===== config.mk =====
export PLATFORM = sky130hd
export DESIGN_NAME = spi_reg_bridge
export DESIGN_NICKNAME = d
export VERILOG_FILES = /design/src/rtl/spi_bridge_pkg.sv /design/src/rtl/spi_bridge_wdog.sv /design/src/rtl/spi_bridge_reg_bridge_top.sv
export SDC_FILE = /design/constraint.sdc
export NUM_CORES = 1
export LEC_CHECK = 0
export BUFFER_PORTS_ARGS = -buffer_cell sky130_fd_sc_hd__buf_4
export CAP_MARGIN = 20
export CORE_MARGIN = 4
export CORE_UTILIZATION = 44
export DETAILED_ROUTE_END_ITERATION = 10
export PLACE_DENSITY = 0.8
export SYNTH_ARGS = -nofsm -noshare
export SYNTH_HDL_FRONTEND = slang
export SYNTH_HIERARCHICAL = 1
export SYNTH_SLANG_ARGS = --single-unit
export TNS_END_PERCENT = 50

===== constraint.sdc =====
create_clock -name clk -period 1.8 [get_ports clk]
set_clock_uncertainty 0.05 [all_clocks]
set_input_delay 0 -clock clk [delete_from_list [all_inputs] [get_ports clk]]
set_output_delay 0 -clock clk [all_outputs]
set_load 0.01 [all_outputs]

===== src/rtl/spi_bridge_pkg.sv =====
// Shared types and constants for the SPI-to-register-bus bridge.
// Frame field positions, status word layout and FSM state encoding.
package spi_bridge_pkg;

   typedef enum logic [1:0] {
      IDLE  = 2'd0,
      WRITE = 2'd1,
      READ  = 2'd2
   } state_e;

   // Received frame: {rw, addr[6:0], wdata[7:0]}
   localparam int RW_BIT   = 15;
   localparam int ADDR_MSB = 14;
   localparam int ADDR_LSB = 8;
   localparam int DATA_MSB = 7;

   // Transmit word: {err, ovr, 5'b0, busy, rdata[7:0]}
   localparam int ERR_BIT  = 15;
   localparam int OVR_BIT  = 14;
   localparam int BUSY_BIT = 8;

   function automatic logic [15:0] pack_status(input logic       err,
                                               input logic       ovr,
                                               input logic       busy,
                                               input logic [7:0] rdata);
      logic [15:0] w;
      w                    = '0;
      w[ERR_BIT]           = err;
      w[OVR_BIT]           = ovr;
      w[BUSY_BIT]          = busy;
      w[DATA_MSB:0]        = rdata;
      return w;
   endfunction

endpackage


===== src/rtl/spi_bridge_wdog.sv =====
// Bus wait counter for the bridge: cleared while idle, counts cycles a
// transaction waits for ack and flags expiry when the count hits TIMEOUT.
module spi_bridge_wdog #(
   parameter int unsigned TIMEOUT = 15
) (
   input  logic clk,
   input  logic rst_n,
   input  logic clear,
   input  logic run,
   output logic expired
);

   logic [3:0] count_q, count_d;

   assign expired = (count_q == 4'(TIMEOUT));

   // NOTE: every variable assigned in always_comb gets a default first so no latch is inferred.
   always_comb begin
      count_d = count_q;
      if (clear) begin
         count_d = '0;
      end else if (run && !expired) begin
         count_d = count_q + 4'd1;
      end
   end

   // NOTE: sequential state uses non-blocking assignments only.
   always_ff @(posedge clk or negedge rst_n) begin
      if (!rst_n) begin
         count_q <= '0;
      end else begin
         count_q <= count_d;
      end
   end

endmodule


===== src/rtl/spi_bridge_reg_bridge_top.sv =====
// SPI frame to register-bus bridge top: decodes received frames into bus
// transactions and builds the status word. Optional bus timeout: SPI_BRIDGE_TIMEOUT_EN.
module spi_reg_bridge
   import spi_bridge_pkg::*;
#(
   parameter int unsigned TIMEOUT     = 15,
   parameter logic [7:0]  RD_ERR_DATA = 8'hFF
) (
   input  logic        clk,
   input  logic        rst_n,
   input  logic        frame_start,
   input  logic        frame_done,
   input  logic [15:0] frame_rx,
   output logic [15:0] frame_tx,
   output logic [6:0]  bus_addr,
   output logic [7:0]  bus_wdata,
   output logic        bus_we,
   output logic        bus_re,
   input  logic [7:0]  bus_rdata,
   input  logic        bus_ack,
   output logic        busy,
   output logic        err,
   output logic        ovr,
   input  logic        err_clr
);

   state_e      state_q, state_d;
   logic [6:0]  addr_q, addr_d;
   logic [7:0]  wdata_q, wdata_d;
   logic [7:0]  rdata_q, rdata_d;
   logic        we_q, we_d, re_q, re_d, busy_q, busy_d;
   logic        err_q, err_d, ovr_q, ovr_d;
   logic [15:0] tx_q, tx_d;
   logic        in_xfer, accept, drop, timeout;

   assign in_xfer = (state_q != IDLE);
   assign accept  = frame_done && !in_xfer;
   assign drop    = frame_done && in_xfer;

`ifdef SPI_BRIDGE_TIMEOUT_EN
   logic expired;
   logic unused_ok;
   assign unused_ok = frame_start;

   spi_bridge_wdog #(.TIMEOUT(TIMEOUT)) u_wdog (
      .clk     (clk),
      .rst_n   (rst_n),
      .clear   (!in_xfer),
      .run     (in_xfer && !bus_ack),
      .expired (expired)
   );

   // An ack in the expiry cycle still counts as success.
   assign timeout = in_xfer && expired && !bus_ack;
`else
   logic unused_ok;
   assign unused_ok = ^{frame_start, 32'(TIMEOUT), RD_ERR_DATA};
   assign timeout   = 1'b0;
`endif

   always_ff @(posedge clk or negedge rst_n) begin
      if (!rst_n) begin
         state_q <= IDLE;
      end else begin
         state_q <= state_d;
      end
   end

   always_comb begin
      state_d = state_q;
      case (state_q)
         IDLE:        if (frame_done) state_d = frame_rx[RW_BIT] ? READ : WRITE;
         WRITE, READ: if (bus_ack || timeout) state_d = IDLE;
         default:     state_d = IDLE;
      endcase
   end

   // Datapath and status next values; outputs are derived from next state
   // so every output is a flop and frame_tx reflects an ack one cycle later.
   always_comb begin
      addr_d  = addr_q;
      wdata_d = wdata_q;
      rdata_d = rdata_q;
      if (accept) begin
         addr_d  = frame_rx[ADDR_MSB:ADDR_LSB];
         wdata_d = frame_rx[DATA_MSB:0];
      end
      if (state_q == READ) begin
         if (bus_ack)      rdata_d = bus_rdata;
         else if (timeout) rdata_d = RD_ERR_DATA;
      end

      err_d = err_q;
      if (timeout)      err_d = 1'b1;
      else if (err_clr) err_d = 1'b0;

      ovr_d = ovr_q;
      if (drop)         ovr_d = 1'b1;
      else if (err_clr) ovr_d = 1'b0;

      we_d   = (state_d == WRITE);
      re_d   = (state_d == READ);
      busy_d = (state_d != IDLE);
      tx_d   = pack_status(err_d, ovr_d, busy_d, rdata_d);
   end

   always_ff @(posedge clk or negedge rst_n) begin
      if (!rst_n) begin
         addr_q  <= '0;
         wdata_q <= '0;
         rdata_q <= '0;
         we_q    <= 1'b0;
         re_q    <= 1'b0;
         busy_q  <= 1'b0;
         err_q   <= 1'b0;
         ovr_q   <= 1'b0;
         tx_q    <= '0;
      end else begin
         addr_q  <= addr_d;
         wdata_q <= wdata_d;
         rdata_q <= rdata_d;
         we_q    <= we_d;
         re_q    <= re_d;
         busy_q  <= busy_d;
         err_q   <= err_d;
         ovr_q   <= ovr_d;
         tx_q    <= tx_d;
      end
   end

   assign bus_addr  = addr_q;
   assign bus_wdata = wdata_q;
   assign bus_we    = we_q;
   assign bus_re    = re_q;
   assign busy      = busy_q;
   assign err       = err_q;
   assign ovr       = ovr_q;
   assign frame_tx  = tx_q;

endmodule


==> summary.md <==
| Metric | Value |
|---|---|
| RD Place Congestion | 0.689 |
| Area added between synthesis and finish | 63.9% |
| Worst VDD drop | 0.00129 V |
| M1 WL | 1.08 mm |
| Post-Synth Simple-Gate Area | 3.16% |
| Final setup vio count | 0 |
| Buf/Inv on CP | 3 |
| H-Tree Depth | 2 |
| R2r endpoint | frame_tx[14] |
| # clock sinks | 29 |
| Mux contribution to synthesized area | 24.0% |
| Post-synthesis sequential area ratio | 57.3% |
| Netlist Area Pre-Place | 0.00127 sq mm |
| Antenna fix cells | 0 |
| Main combinational cell family by area after synthesis | multiplexers |
| CP cell instances | inv_1 > ha_1 > buf_4 > o22ai_1 > dlygate4sd3_1 |
| 1st-pass router iterations | 4 |
| Die X | 61.6 microns |
| Worst path required time | 2.01 ns |
| Status | complete, no violations |
| Initial antenna violation count | 0 |
| Worst Path Class, Setup | reg2reg |
| Final Util | 75.3% |
| Mapped Avg Cell Area | 14.6 sq um |
| Max cap viols | 0 |
| Largest net degree at the start of global routing | 30 |
| Synth Register Bits | 29 |
| RR Startpoint | state_q[1] |
| Final worst path period need | 1.70 ns |
| Crit path max-delay family | buffers and inverters |
| Stages on worst setup path | 5 |
| Final Cell Area | 0.00208 sq mm |
| Avg WL per Cell | 15.2 microns |
| XOR/XNOR Fraction of Synth Area | 0% |
| DR top layer | met4 |
| Port bufs | 57 |
| Final hold slack | 0.0210 ns |
| Worst-path maximum fanout | 7 |
| WL met2 | 1.74 mm |
| Post-synthesis adder-cell area fraction | 2.96% |
| Cell count after synthesis | 87 |
| Ys Warns | 6 |
| Critical Path AT | 1.91 ns |
| Hold Violations, Final | 0 |
| Clock root buffer | clkbuf_4 |
| Slew Viols, Final | 0 |
| Fmax | 0.587 GHz |
| Overflow after GRT | 0 |
| Vias in the first global route | 1076 |
| Longest Clk Path Bufs | 2 |
| Crit path to | frame_tx[14] |
| RSZ-0062 raised after global routing | false |
| Core area | 0.00276 sq mm |
| Initial core utilization | 45.9% |
| Critical path capture point type | register |
| Post-DP Area | 0.00170 sq mm |
| DRC | 0 |
| Synth Area in Compound Gates | 4.84% |
| Final wirelength | 3.18 mm |
| Detailed placement HPWL | 2.02 mm |
| Num rows | 19 |
| Post-DR vias/cell | 4.79 |
| Worst setup path startpoint | state_q[1] |
| Critical Path Source Type | register |
| Num CTS Buffers | 5 |
| PD cells | 1600 mW/mm^2 |
| Layout cells sized above 1 | 53.1% |
| CTS tree | built |
| Highest-delay cell along the critical path | dlygate4sd3_1 |
| Routed Antenna Nets | 0 |
| R2R setup slack | 0.1 ns |
| Die Y | 61.6 microns |
| Synth unique cells | 21 |
| Commonest cells after routing, fill and taps aside | buf_4 (60), dfrtp_1 (28), dlygate4sd3_1 (27) |
| Fin nets | 211 |
| Met3 Wirelength | 310 microns |
| Insertion delay to the later sink of the worst-skew pair | 0.33 ns |
| Final worst path period share | 94.6% |
| DIE AREA | 0.00380 sq mm |
| Most common cell after layout, fill and taps aside | buf_4 |
| Crit path largest cell delay | 0.58 ns |
| Total chip power | 3.33 mW |
| Via count | 1005 |
| Total GRT Usage | 18.6% |
| Setup TNS Final | 0 ns |
| Hold Path Class | in2reg |
| Clock input transition at the sequential cells of the worst setup and hold paths | 0.10 ns |
| Iteration-0 DRC Markers | 21 |
| Global-route wire length before repair | 4.86 mm |
| Leak | 1.04 nW |
| I/O pin total | 66 |
| Reg2reg path depth | 5 |
[through the flow]
stage | std cells | worst slack, ns
after global routing | 210 | 0.0185
after global placement | 173 | 0.267
after floorplan | 93 | 0.292
final | 210 | 0.0965
after detailed placement | 173 | 0.166
after CTS | 208 | 0.0964
[cells by family (layout without fill, tap and decap cells)]
family | Yosys count | in the layout
AO/OA/AOI/OAI | 9 | 9
buffers and inverters | 14 | 100
AND/OR/NAND/NOR | 7 | 7
flip-flops | 29 | 29
other | 1 | 7
adder cells (fa/ha/maj) | 3 | 3
multiplexers | 24 | 24
[worst min-delay path: cells and delay by family]
kind | cells | cell delay (ns)
AND/OR/NAND/NOR | 1 | 0.07
buffers and inverters | 1 | 0.08
AO/OA/AOI/OAI | 2 | 0.22
[synth_stat cells]
| cell | instances | area share (%) |
|---|---|---|
| a22oi_1 | 1 | 0.59 |
| dfrtp_1 | 29 | 57 |
| ha_1 | 3 | 3.0 |
| buf_4 | 9 | 5.3 |
| o22ai_1 | 2 | 0.99 |
| nor2_1 | 1 | 0.30 |
| inv_1 | 4 | 1.2 |
| nor3b_1 | 1 | 0.59 |
| a221o_1 | 1 | 0.79 |
| buf_6 | 1 | 0.89 |
| nand2_2 | 1 | 0.49 |
| nor2b_1 | 2 | 0.99 |
| or2_1 | 1 | 0.49 |
| mux2_4 | 9 | 11 |
| conb_1 | 1 | 0.30 |
| a21oi_1 | 2 | 0.79 |
| mux2_2 | 15 | 13 |
| o21ai_1 | 1 | 0.39 |
| a21oi_2 | 1 | 0.69 |
| o21bai_1 | 1 | 0.59 |
| nand2_1 | 1 | 0.30 |
[final cells by class]
| type | count | area [sq um] |
|---|---|---|
| Timing Repair Buffer | 88 | 741 |
| Sequential cell | 29 | 727 |
| Fill cell | 184 | 682 |
| Multi-Input combinational cell | 50 | 469 |
| Clock buffer | 7 | 55.1 |
| Tap cell | 31 | 38.8 |
| Clock inverter | 1 | 30.0 |
| Inverter | 4 | 15.0 |
[report_power, final]
| part | internal [mW] | switching (mW) |
|---|---|---|
| combinational | 0.963 | 0.630 |
| sequential | 0.982 | 0.194 |
| clock | 0.332 | 0.227 |
[timing repair]
action                                  in CTS  in global routing
hold buffers                                27                  0
setup buffers                                0                  2
endpoints found under the hold margin       56                  0
endpoints found under the setup margin       0                  1
resized for setup                            0                  1
[worst min-delay path by stage]
| stage | start | slack, ns | endpoint | depth (start not counted) |
|---|---|---|---|---|
| 2_1_floorplan | rst_n | -0.35 | bus_addr[0] | 0 |
| 3_5_place_dp | rst_n | -0.11 | bus_wdata[1] | 1 |
| 4_1_cts | bus_ack | 0.03 | frame_tx[8] | 4 |
| 6_report | bus_ack | 0.02 | frame_tx[8] | 4 |
| 5_1_grt | bus_ack | 0.02 | frame_tx[8] | 4 |
| 3_3_place_gp | rst_n | -0.11 | bus_wdata[1] | 1 |
[routing by layer]
layer / up-vias / GRT usage (%)
met5: - / 0
met4: 0 / 10.0
met3: 7 / 6.50
met2: 48 / 34.2
met1: 486 / 17.9
li1: 464 / -
[state kept, by name (all words and copies together) (netlist names)]
register,flops
bus_wdata,8
bus_addr,7
state_q,2
bus_we,1
frame_tx,3
rdata_q,7
bus_re,1
Note: power is estimated with default switching activity, not from simulation.
